[config.mk]
export PLATFORM = sky130hd
export DESIGN_NAME = cache_arbiter
export DESIGN_NICKNAME = d
export VERILOG_FILES = /design/src/rtl/cache_arbiter.sv
export SDC_FILE = /design/constraint.sdc
export NUM_CORES = 1
export LEC_CHECK = 0
export CELL_PAD_IN_SITES_DETAIL_PLACEMENT = 0
export CELL_PAD_IN_SITES_GLOBAL_PLACEMENT = 2
export CORE_ASPECT_RATIO = 1.4
export CORE_UTILIZATION = 21
export DETAILED_ROUTE_END_ITERATION = 7
export PLACE_DENSITY_LB_ADDON = 0.12
export SLEW_MARGIN = 30
export SYNTH_ARGS = -nofsm -noshare
export SYNTH_HDL_FRONTEND = slang
export SYNTH_SLANG_ARGS = --single-unit
[constraint.sdc]
create_clock -name clk_i -period 1.53 [get_ports clk_i]
set_input_delay 0.153 -clock clk_i [delete_from_list [all_inputs] [get_ports clk_i]]
set_output_delay 0.153 -clock clk_i [all_outputs]
set_load 0.01 [all_outputs]
[src/rtl/cache_arbiter.sv]
// Round-robin arbiter from NUM_CORES cores to one cache port. Grant comes 1 cycle after req_valid, and rsp_done comes 1 cycle after cache_ack.
// No backpressure: a core holds req_valid until its rsp_done, and a watchdog aborts a transaction the cache never acknowledges.
module cache_arbiter #(
  parameter int NUM_CORES = 4,
  parameter int ADDR_W    = 12,
  parameter int DATA_W    = 8,
  parameter int TIMEOUT   = 255
) (
  input  logic                        clk_i,
  input  logic                        rst_i,
  input  logic [NUM_CORES-1:0]        req_valid_i,
  input  logic [NUM_CORES-1:0]        req_rw_i,
  input  logic [NUM_CORES*ADDR_W-1:0] req_addr_i,
  input  logic [NUM_CORES*DATA_W-1:0] req_wdata_i,
  output logic [NUM_CORES-1:0]        gnt_o,
  output logic [NUM_CORES-1:0]        rsp_done_o,
  output logic [DATA_W-1:0]           rsp_rdata_o,
  output logic                        rsp_hit_o,
  output logic                        rsp_err_o,
  output logic                        cache_req_o,
  output logic                        cache_rw_o,
  output logic [ADDR_W-1:0]           cache_addr_o,
  output logic [DATA_W-1:0]           cache_wdata_o,
  input  logic                        cache_ack_i,
  input  logic [DATA_W-1:0]           cache_rdata_i,
  input  logic                        cache_hit_i
);

  localparam int PTR_W = $clog2(NUM_CORES);
  localparam int WD_W  = $clog2(TIMEOUT + 1);

  typedef enum logic [1:0] {IDLE, BUSY, DONE} state_t;

  state_t                 state_q;
  logic [PTR_W-1:0]       ptr_q;
  logic [WD_W-1:0]        wdog_q;
  logic [NUM_CORES-1:0]   gnt_q;
  logic [NUM_CORES-1:0]   rsp_done_q;
  logic [DATA_W-1:0]      rsp_rdata_q;
  logic                   rsp_hit_q;
  logic                   rsp_err_q;
  logic                   cache_req_q;
  logic                   cache_rw_q;
  logic [ADDR_W-1:0]      cache_addr_q;
  logic [DATA_W-1:0]      cache_wdata_q;

  logic                   win_found_d;
  logic [PTR_W-1:0]       win_idx_d;
  logic [NUM_CORES-1:0]   win_oh_d;
  logic [PTR_W-1:0]       ptr_d;

  // Search starts at ptr_q and wraps, so the last winner has lowest priority.
  always_comb begin
    int j;
    j           = 0;
    win_found_d = 1'b0;
    win_idx_d   = '0;
    win_oh_d    = '0;
    for (int k = 0; k < NUM_CORES; k++) begin
      j = int'(ptr_q) + k;
      if (j >= NUM_CORES) j = j - NUM_CORES;
      if (!win_found_d && req_valid_i[j]) begin
        win_found_d = 1'b1;
        win_idx_d   = PTR_W'(j);
      end
    end
    win_oh_d[win_idx_d] = win_found_d;
    ptr_d = (win_idx_d == PTR_W'(NUM_CORES - 1)) ? '0 : win_idx_d + 1'b1;
  end

  always_ff @(posedge clk_i or posedge rst_i) begin
    if (rst_i) begin
      state_q       <= IDLE;
      ptr_q         <= '0;
      wdog_q        <= '0;
      gnt_q         <= '0;
      rsp_done_q    <= '0;
      rsp_rdata_q   <= '0;
      rsp_hit_q     <= 1'b0;
      rsp_err_q     <= 1'b0;
      cache_req_q   <= 1'b0;
      cache_rw_q    <= 1'b0;
      cache_addr_q  <= '0;
      cache_wdata_q <= '0;
    end else begin
      case (state_q)
        IDLE: begin
          if (win_found_d) begin
            gnt_q         <= win_oh_d;
            cache_req_q   <= 1'b1;
            cache_rw_q    <= req_rw_i[win_idx_d];
            cache_addr_q  <= req_addr_i[win_idx_d*ADDR_W +: ADDR_W];
            cache_wdata_q <= req_wdata_i[win_idx_d*DATA_W +: DATA_W];
            ptr_q         <= ptr_d;
            wdog_q        <= '0;
            state_q       <= BUSY;
          end
        end
        BUSY: begin
          // An ack in the final watchdog cycle still completes normally.
          if (cache_ack_i) begin
            cache_req_q <= 1'b0;
            rsp_done_q  <= gnt_q;
            rsp_hit_q   <= cache_hit_i;
            rsp_err_q   <= 1'b0;
            rsp_rdata_q <= cache_rw_q ? cache_rdata_i : '0;
            state_q     <= DONE;
          end else if (wdog_q == WD_W'(TIMEOUT - 1)) begin
            cache_req_q <= 1'b0;
            rsp_done_q  <= gnt_q;
            rsp_hit_q   <= 1'b0;
            rsp_err_q   <= 1'b1;
            rsp_rdata_q <= '0;
            state_q     <= DONE;
          end else begin
            wdog_q <= wdog_q + 1'b1;
          end
        end
        DONE: begin
          gnt_q      <= '0;
          rsp_done_q <= '0;
          state_q    <= IDLE;
        end
        default: state_q <= IDLE;
      endcase
    end
  end

  assign gnt_o         = gnt_q;
  assign rsp_done_o    = rsp_done_q;
  assign rsp_rdata_o   = rsp_rdata_q;
  assign rsp_hit_o     = rsp_hit_q;
  assign rsp_err_o     = rsp_err_q;
  assign cache_req_o   = cache_req_q;
  assign cache_rw_o    = cache_rw_q;
  assign cache_addr_o  = cache_addr_q;
  assign cache_wdata_o = cache_wdata_q;

endmodule
==> flow_summary.yaml, run 1 <==
synthesis:
  ys_seq_area_share_pct: 46.9
  synthXorXnorAreaFrac_pct: 1.90
  synth_compound_area_share_pct: 16.3
  synthCells: 255
  muxShareOfSynthArea_pct: 15.5
  synthDistinctLibCells: 38
  synth_top_family_by_area: "compound AO/OA/AOI/OAI gates"
  ys_ff_latch: 52
  synth_flop_cell: "dfrtp_1"
  yosysWarnings: 0
  yosys.area_share.adder_pct: 1.35
  async_reset_ff_share_pct: 100
  synth_simple_gate_area_share_pct: 11.1
  postSynthAreaPerCell_um2: 10.9
  synth-edff-count: 0
  synthesis.area_um2: 2770
  synth_nets: 358
clock_tree:
  clockBufferDepth: 2
  cts_tree: "yes"
  cts_buffers: 5
  root_buffer: "clkbuf_16"
  clk_pin_slew_ns: 0.08
  worstSkewPairLatency_ns: 0.30
  clock_sinks: 52
  htreeDepth: 2
layout:
  final_cells: 586
  final_cell_mix: "clkdlybuf4s50_1 (135), dfrtp_1 (51), nand2_1 (32)"
  drive_gt1_share_pct: 29.1
  final_common_cell: "clkdlybuf4s50_1"
  nNetsFinal: 535
  fillers: 1298
  n_antenna_cell: 0
  synthToLayoutAreaGrowth_pct: 92.7
  fin_area_um2: 5340
  utilization_pct: 41.5
global_routing:
  grt_overflow: 0
  grt_usage_pct: 13.9
  grt_pass1_wl_um: 14400
  grt_antenna_before_repair: 0
  grt_pass1_vias: 2766
  grt_max_degree: 53
drt:
  wl_um: 9550
  drt_iter0_markers: 69
  post_drt_via_cell_ratio: 4.58
  route.detailed.drc: 0
  detail_route.first_pass.iterations: 4
  via_count: 2685
  avgRoutedWirePerCell_um: 16.3
  antenna_left: 0
sta:
  fmax_mhz: 595
  rsz0062_at_grt: "yes"
  finalSetupViolations: 28
  finalHoldViolCount: 0
  drv_slew: 0
  worst_pin_slew_ns: 0.376
  tns_ns: -3.32
  clock-skew-final_ns: 0.00696
  relSlewSlack_pct: 74.8
  finalCriticalPeriod_ns: 1.68
  holdWs_ns: 0.220
  timing.final.crit_share_pct: 110
  setup_slack_ns: -0.152
floorplan:
  die_height_um: 138
  num_rows: 49
  floorplan.io_pins: 140
  floorplan.initialDensity_pct: 21.5
  die-area_um2: 13700
  coreArea_um2: 12900
  die_w_um: 99.1
critical_path:
  worstSetupPathType: "reg -> reg"
  start_kind: "flip-flop"
  critPathMaxFanout: 6
  r2r_start: "ptr_q[1]$_DFFE_PP0P_"
  r2r_end: "cache_wdata_o[7]$_DFFE_PP0P_"
  endpoint_kind: "flip-flop"
  reg2reg_setup_slack_ns: -0.15
  cp.required_ns: 1.75
  rr_worst_depth: 7
  critPathArrivalTime_ns: 1.90
outcome:
  violations: "setup timing"
  status: "finished with violations"
power_and_ir_drop:
  p_per_area_nw_per_um2: 1640
  power.leakage_nw: 2.19
  ir_drop_mv: 0.804
  fin_total_pwr_mw: 8.77
placed_design:
  gp_congestion: 0.681
  io_buffers: 139
  post-dp-hpwl_um: 6430
  placed_cell_area_um2: 4570
  dp_slack_ns: -0.460
  post-place-cells: 566
worst_hold_path:
  min_path_type: "in -> async"
job:
  drv_cap: 0
## state kept, by name, indices dropped and copies added, names as in the netlist, 2 cells and up
signal and flops:
ptr_q 2, wdog_q 8, state_q 2, cache_wdata_o 8, gnt_o 4, rsp_rdata_o 8
cache_addr_o 12, rsp_done_o 4
## worst max-delay path by stage
stage | from | end | slack, ns
floorplan | ptr_q[1]$_DFFE_PP0P_ | gnt_o[3]$_DFFE_PP0P_ | -0.04
global placement | req_valid_i[0] | cache_wdata_o[5]$_DFFE_PP0P_ | -0.42
detailed placement | req_valid_i[0] | cache_wdata_o[5]$_DFFE_PP0P_ | -0.46
CTS | ptr_q[1]$_DFFE_PP0P_ | cache_wdata_o[4]$_DFFE_PP0P_ | -0.16
global route | ptr_q[1]$_DFFE_PP0P_ | cache_wdata_o[7]$_DFFE_PP0P_ | -0.23
finish | ptr_q[1]$_DFFE_PP0P_ | cache_wdata_o[7]$_DFFE_PP0P_ | -0.15
## worst max-delay path: stages (launching register included)
cell and delay (ns):
dfrtp_2 0.41, mux2i_1 0.20, nor2_1 0.06, or3_4 0.43, clkinv_4 0.09, nand2_8 0.09
buf_12 0.18, o221ai_2 0.15
## final cells by class
cell class | instances | area [µm²] | share of cell area (%)
clock buffers | 5 | 125 | 2.34
multi-input cells | 174 | 1670 | 31.3
well taps | 153 | 191 | 3.58
inverters | 12 | 50.0 | 0.937
clock inverters | 3 | 25.0 | 0.468
repair buffers | 187 | 1980 | 37.0
flip-flops and latches | 52 | 1300 | 24.4
## repair_timing
item,4_1_cts,5_1_grt
pin swaps,5,21
cloned,4,2
endpoints found under the setup margin,33,42
setup buffers,3,3
hold buffers,0,0
resized for setup,45,46
## Yosys cell counts (all sizes together), types with 2 or more instances
| library cell | number | area, µm² |
|---|---|---|
| or3 | 2 | 17.5 |
| o21ai | 7 | 38.8 |
| and3 | 3 | 18.8 |
| a211oi | 2 | 25.0 |
| nor2 | 9 | 33.8 |
| a22o | 8 | 70.1 |
| buf | 16 | 141 |
| dfrtp | 52 | 1300 |
| nand2 | 34 | 130 |
| o22ai | 2 | 12.5 |
| inv | 11 | 41.3 |
| o31ai | 2 | 15.0 |
| ha | 3 | 37.5 |
| o221ai | 21 | 184 |
| a21boi | 2 | 15.0 |
| mux2i | 43 | 430 |
| a21oi | 8 | 40.0 |
| nand3 | 10 | 50.1 |
| xnor2 | 6 | 52.6 |
## layer usage
metal / routed length (µm) / global-route usage (%) / vias up
li1: - / - / 1294
met1: 3470 / 14.3 / 1294
met2: 5370 / 27.1 / 90
met3: 608 / 3.98 / 7
met4: 99 / 3.92 / 0
met5: 0 / 0 / -
## power by group
group | internal [mW] | leakage (nW) | switching (mW) | total (mW)
clock | 0.621 | 0.0708 | 0.572 | 1.19
combinational | 3.01 | 1.45 | 2.37 | 5.38
sequential | 1.89 | 0.666 | 0.306 | 2.20
## kinds of logic (layout without fill, tap and decap cells)
family | after synthesis | in the layout
AO/OA/AOI/OAI | 58 | 58
XOR/XNOR | 6 | 6
adder cells (fa/ha/maj) | 3 | 3
buffers and inverters | 29 | 207
flip-flops | 52 | 52
multiplexers | 43 | 43
AND/OR/NAND/NOR | 64 | 64
Note: power is estimated with default switching activity, not from simulation.
==> run 2: changes to the inputs <==
GPL_TIMING_DRIVEN = 0   (was unset)
==> run 2 against run 1 <==
Effect of this change:
- the run still ends with setup timing left
- clock power hardly changed
- utilization increased by 0.30 points
- combinational power about the same
- clock skew increased by 0.0024 ns
- sequential power barely moved
- register-to-register slack got worse by 0.04 ns
- non-clock buffer count increased by 3
- critical path depth unchanged
- critical path type unchanged
- largest cell class unchanged
==> flow_summary.yaml, run 2 (synthesis results as in run 1) <==
power_and_ir_drop:
  power.leakage_nw: 2.21
  p_per_area_nw_per_um2: 1630
  fin_total_pwr_mw: 8.78
  ir_drop_mv: 0.646
drt:
  antenna_left: 0
  avgRoutedWirePerCell_um: 17.0
  post_drt_via_cell_ratio: 4.53
  via_count: 2668
  drt_iter0_markers: 69
  detail_route.first_pass.iterations: 4
  route.detailed.drc: 0
  wl_um: 9990
layout:
  n_antenna_cell: 0
  final_common_cell: "clkdlybuf4s50_1"
  drive_gt1_share_pct: 27.3
  final_cell_mix: "clkdlybuf4s50_1 (135), dfrtp_1 (49), nand2_1 (32)"
  final_cells: 589
  nNetsFinal: 538
  synthToLayoutAreaGrowth_pct: 94.1
  largest_reg_flops: 12
clock_tree:
  clockBufferDepth: 2
  clock_sinks: 52
  cts_tree: "yes"
  htreeDepth: 2
  worstSkewPairLatency_ns: 0.30
  cts_buffers: 5
  ctsHoldBuffers: 0
  clk_pin_slew_ns: 0.08
  root_buffer: "clkbuf_16"
floorplan:
  die_w_um: 99.1
  floorplan.io_pins: 140
  die-area_um2: 13700
  num_rows: 49
  die_height_um: 138
  coreArea_um2: 12900
  floorplan.initialDensity_pct: 21.5
critical_path:
  start_kind: "flip-flop"
  crit_start: "ptr_q[1]$_DFFE_PP0P_"
  r2r_start: "ptr_q[1]$_DFFE_PP0P_"
  slowest_delay_ns: 0.46
  critPathMaxFanout: 6
  path_cells: "a21oi_2, o21ai_2, o2bb2a_4, clkbuf_16, clkbuf_16, mux2i_2, o221ai_2"
  endpoint: "cache_wdata_o[3]$_DFFE_PP0P_"
  cpMaxStageDelayCell: "dfrtp_2"
  reg2reg_setup_slack_ns: -0.19
  endpoint_kind: "flip-flop"
  critPathArrivalTime_ns: 1.90
  cp.required_ns: 1.71
  rr_worst_depth: 7
  worstSetupPathType: "reg -> reg"
  r2r_end: "cache_wdata_o[3]$_DFFE_PP0P_"
  cpMostUsedCell: "clkbuf_16"
global_routing:
  grt_pass1_wl_um: 14800
  grt_antenna_before_repair: 0
  grt_max_degree: 41
  grt_overflow: 0
  grt_pass1_vias: 2840
  grt_usage_pct: 14.3
sta:
  setup_slack_ns: -0.187
  relSlewSlack_pct: 83.2
  drv_slew: 0
  rsz0062_at_grt: "yes"
  finalSetupViolations: 29
  fmax_mhz: 582
  finalHoldViolCount: 0
  timing.final.crit_share_pct: 112
  worst_pin_slew_ns: 0.251
  clock-skew-final_ns: 0.00933
  finalCriticalPeriod_ns: 1.72
outcome:
  status: "finished with violations"
  violations: "setup timing"
placed_design:
  dp_slack_ns: -0.933
  io_buffers: 139
  gp_congestion: 0.688
  post-dp-hpwl_um: 6800
  post-place-cells: 548
worst_hold_path:
  min_path_type: "in -> async"
job:
  drv_cap: 0
==> run 2: cell types whose count changed in the layout (fill, tap and decap cells not counted), sizes merged <==
cell / delta
clkinvlp: -1
inv: -1
clkinv: +2
buf: +1
clkbuf: +2
==> run 2: per-layer routing <==
| layer | part of all wire [%] | global-route usage, % | vias up |
|---|---|---|---|
| met5 | 0 | 0 | - |
| met4 | 1.0 | 3.68 | 0 |
| met3 | 6.2 | 3.68 | 5 |
| met2 | 56 | 28.6 | 90 |
| met1 | 37 | 14.7 | 1274 |
| li1 | - | - | 1299 |
==> run 2: power by group <==
| part | total [mW] | internal (mW) | leakage, nW | switching, mW |
|---|---|---|---|---|
| combinational | 5.37 | 3.02 | 1.47 | 2.35 |
| sequential | 2.22 | 1.90 | 0.663 | 0.323 |
| clock | 1.18 | 0.620 | 0.0744 | 0.562 |
==> run 2: final cells by class <==
class	count	area, µm²
multi-input cells	174	1640
well taps	153	191
flip-flops and latches	52	1310
clock buffers	5	125
inverters	12	52.6
fillers	1305	7490
clock inverters	3	26.3
repair buffers	174	1810
plain buffers	16	235
==> run 2: what timing repair did <==
action | in CTS | in global routing
gates cloned | 2 | 4
setup buffers | 19 | 9
pin swaps | 17 | 38
gates resized for setup | 60 | 46
setup endpoints to repair | 42 | 49
==> run 2: worst min path at each step <==
stage,cells after the start,from,slack (ns),to
2_1_floorplan,1,cache_ack_i,0.24,rsp_err_o$_DFFE_PP0P_
3_3_place_gp,2,cache_wdata_o[6]$_DFFE_PP0P_,0.47,cache_wdata_o[6]$_DFFE_PP0P_
3_5_place_dp,2,rst_i,0.45,rsp_rdata_o[4]$_DFFE_PP0P_
4_1_cts,2,rst_i,0.12,rsp_rdata_o[4]$_DFFE_PP0P_
5_1_grt,2,rst_i,0.14,rsp_rdata_o[4]$_DFFE_PP0P_
6_report,2,rst_i,0.12,rsp_rdata_o[4]$_DFFE_PP0P_
==> run 2: critical path: cells and delay by family, from the launching register on <==
kind | cells | cell delay [ns]
compound gates | 4 | 0.59
flops | 1 | 0.46
buf+inv | 2 | 0.32
mux | 1 | 0.22
==> run 2: metrics by stage <==
stage	TNS [ns]	util [%]	instance area, µm²	hold slack, ns
2_1_floorplan	-0.747	-	2790	0.239
3_3_place_gp	-89.19	34.0	4380	0.470
3_5_place_dp	-29.12	34.2	4410	0.449
4_1_cts	-3.23	38.9	5010	0.121
5_1_grt	-6.72	41.8	5380	0.136
6_report	-4.05	41.8	5380	0.124
==> run 3: changes to the inputs <==
CORE_MARGIN = 4   (was unset)
==> run 3 against run 2 <==
Effect of this change:
- fmax grew 0.80%
- count of clock-buffer cells in the layout unchanged
- utilization rose by 0.49 points
- final area increased by 1.2%
- largest cell class unchanged
- worst setup slack gained 0.014 ns
- first-iteration DRC count fell by 35%
- sequential share of layout area decreased by 0.28 points
- hold slack lost 0.018 ns
- wire length is 4.8% higher
- clock power about the same
- the flow still finishes with violations (setup timing)
==> flow_summary.yaml, run 3 (synthesis results as in run 1) <==
outcome:
  status: "finished with violations"
  violations: "setup timing"
power_and_ir_drop:
  p_per_area_nw_per_um2: 1640
  ir_drop_mv: 0.690
  fin_total_pwr_mw: 8.92
  power.leakage_nw: 2.19
sta:
  fmax_mhz: 587
  setup_slack_ns: -0.173
  finalHoldViolCount: 0
  timing.final.crit_share_pct: 111
  finalSetupViolations: 28
  rsz0062_at_grt: "yes"
  finalCriticalPeriod_ns: 1.70
  clock-skew-final_ns: 0.00836
  worst_pin_slew_ns: 0.303
  tns_ns: -3.75
  drv_slew: 0
  relSlewSlack_pct: 79.8
critical_path:
  start_kind: "flip-flop"
  critPathArrivalTime_ns: 1.88
  worstSetupPathType: "reg -> reg"
  reg2reg_setup_slack_ns: -0.17
  slowest_delay_ns: 0.45
  path_depth: 7
  r2r_end: "cache_wdata_o[2]$_DFFE_PP0P_"
  path_buf_inv: 2
  r2r_start: "ptr_q[1]$_DFFE_PP0P_"
  cpMostUsedCell: "clkbuf_16"
  cpMaxStageDelayCell: "dfrtp_2"
  endpoint_kind: "flip-flop"
  endpoint: "cache_wdata_o[2]$_DFFE_PP0P_"
  crit_family: "compound AO/OA/AOI/OAI gates"
  critPathMaxFanout: 5
  path_cells: "a21oi_2, o21ai_2, o2bb2a_4, clkbuf_16, clkbuf_16, mux2i_2, o221ai_2"
  cp.required_ns: 1.71
  rr_worst_depth: 7
  crit_start: "ptr_q[1]$_DFFE_PP0P_"
clock_tree:
  cts_buffers: 5
  root_buffer: "clkbuf_16"
  worstSkewPairLatency_ns: 0.30
  clk_pin_slew_ns: 0.08
  cts_tree: "yes"
  htreeDepth: 2
  ctsHoldBuffers: 0
  clockBufferDepth: 2
  clock_sinks: 52
placed_design:
  gp_congestion: 0.718
  dp_slack_ns: -0.883
  io_buffers: 139
  post-dp-hpwl_um: 7190
  placed_cell_area_um2: 4410
layout:
  synthToLayoutAreaGrowth_pct: 96.4
  final_cell_mix: "clkdlybuf4s50_1 (135), dfrtp_1 (49), nand2_1 (32)"
  n_antenna_cell: 0
  nNetsFinal: 534
  drive_gt1_share_pct: 31.9
  fin_area_um2: 5450
  largest_reg_flops: 12
  fillers: 1282
  final_common_cell: "clkdlybuf4s50_1"
worst_hold_path:
  min_path_type: "in -> async"
job:
  drv_cap: 0
floorplan:
  floorplan.io_pins: 140
  floorplan.initialDensity_pct: 21.5
  coreArea_um2: 12900
  die-area_um2: 15100
  die_w_um: 105
  num_rows: 49
  die_height_um: 144
drt:
  via_count: 2681
  antenna_left: 0
  wl_um: 10500
  drt-met1-wl_um: 3770
  wl_met2_um: 5730
  post_drt_via_cell_ratio: 4.58
  route.detailed.drc: 0
  avgRoutedWirePerCell_um: 17.9
  highest_layer: "met4"
  routed-wl-met3_um: 858
  drt_iter0_markers: 45
  detail_route.first_pass.iterations: 4
global_routing:
  grt_max_degree: 43
  grt_pass1_wl_um: 15300
  grt_usage_pct: 13.0
  grt_pass1_vias: 2815
  grt_overflow: 0
  grt_antenna_before_repair: 0
==> run 3: power breakdown <==
group	total, mW	switching, mW	leakage [nW]	internal [mW]
Combinational	5.47	2.40	1.45	3.07
Sequential	2.25	0.351	0.663	1.90
Clock	1.21	0.584	0.0719	0.623
Total	8.92	3.34	2.19	5.59
==> run 3: how the worst min path moves through the flow <==
| stage | from | end | slack (ns) | cells past startpoint |
|---|---|---|---|---|
| global route | rst_i | rsp_rdata_o[2]$_DFFE_PP0P_ | 0.11 | 2 |
| floorplan | cache_ack_i | rsp_err_o$_DFFE_PP0P_ | 0.24 | 1 |
| global placement | cache_wdata_o[6]$_DFFE_PP0P_ | cache_wdata_o[6]$_DFFE_PP0P_ | 0.47 | 2 |
| detailed placement | rst_i | rsp_rdata_o[6]$_DFFE_PP0P_ | 0.43 | 2 |
| CTS | rst_i | rsp_rdata_o[6]$_DFFE_PP0P_ | 0.10 | 2 |
| finish | rst_i | rsp_rdata_o[6]$_DFFE_PP0P_ | 0.11 | 2 |
==> run 3: layer usage <==
layer  track usage (%)  vias to the layer above
met1              13.8                     1290
met3              4.94                        6
met5                 0                        -
li1                  -                     1292
met4              3.32                        0
met2              24.1                       93
==> run 3: cell type report <==
class | count | area (µm²) | area share (%)
Clock buffer | 5 | 125 | 2.30
Multi-Input combinational cell | 174 | 1730 | 31.8
Tap cell | 153 | 191 | 3.52
Timing Repair Buffer | 172 | 1800 | 33.1
Inverter | 12 | 52.6 | 0.965
Sequential cell | 52 | 1310 | 24.0
Clock inverter | 3 | 27.5 | 0.506
Buffer | 14 | 209 | 3.84
==> run 3: timing repair <==
action,CTS,global route
setup buffers,18,8
pin swaps,16,33
setup endpoints to repair,42,48
gates cloned,3,3
resized for setup,53,75
==> run 3: through the flow <==
step / hold WS (ns) / std cells / util, %
after global placement: 0.470 / 547 / 34.0
after CTS: 0.101 / 577 / 38.7
after global routing: 0.107 / 585 / 42.3
final: 0.106 / 585 / 42.3
after detailed placement: 0.434 / 548 / 34.2
after floorplan: 0.239 / 255 / -
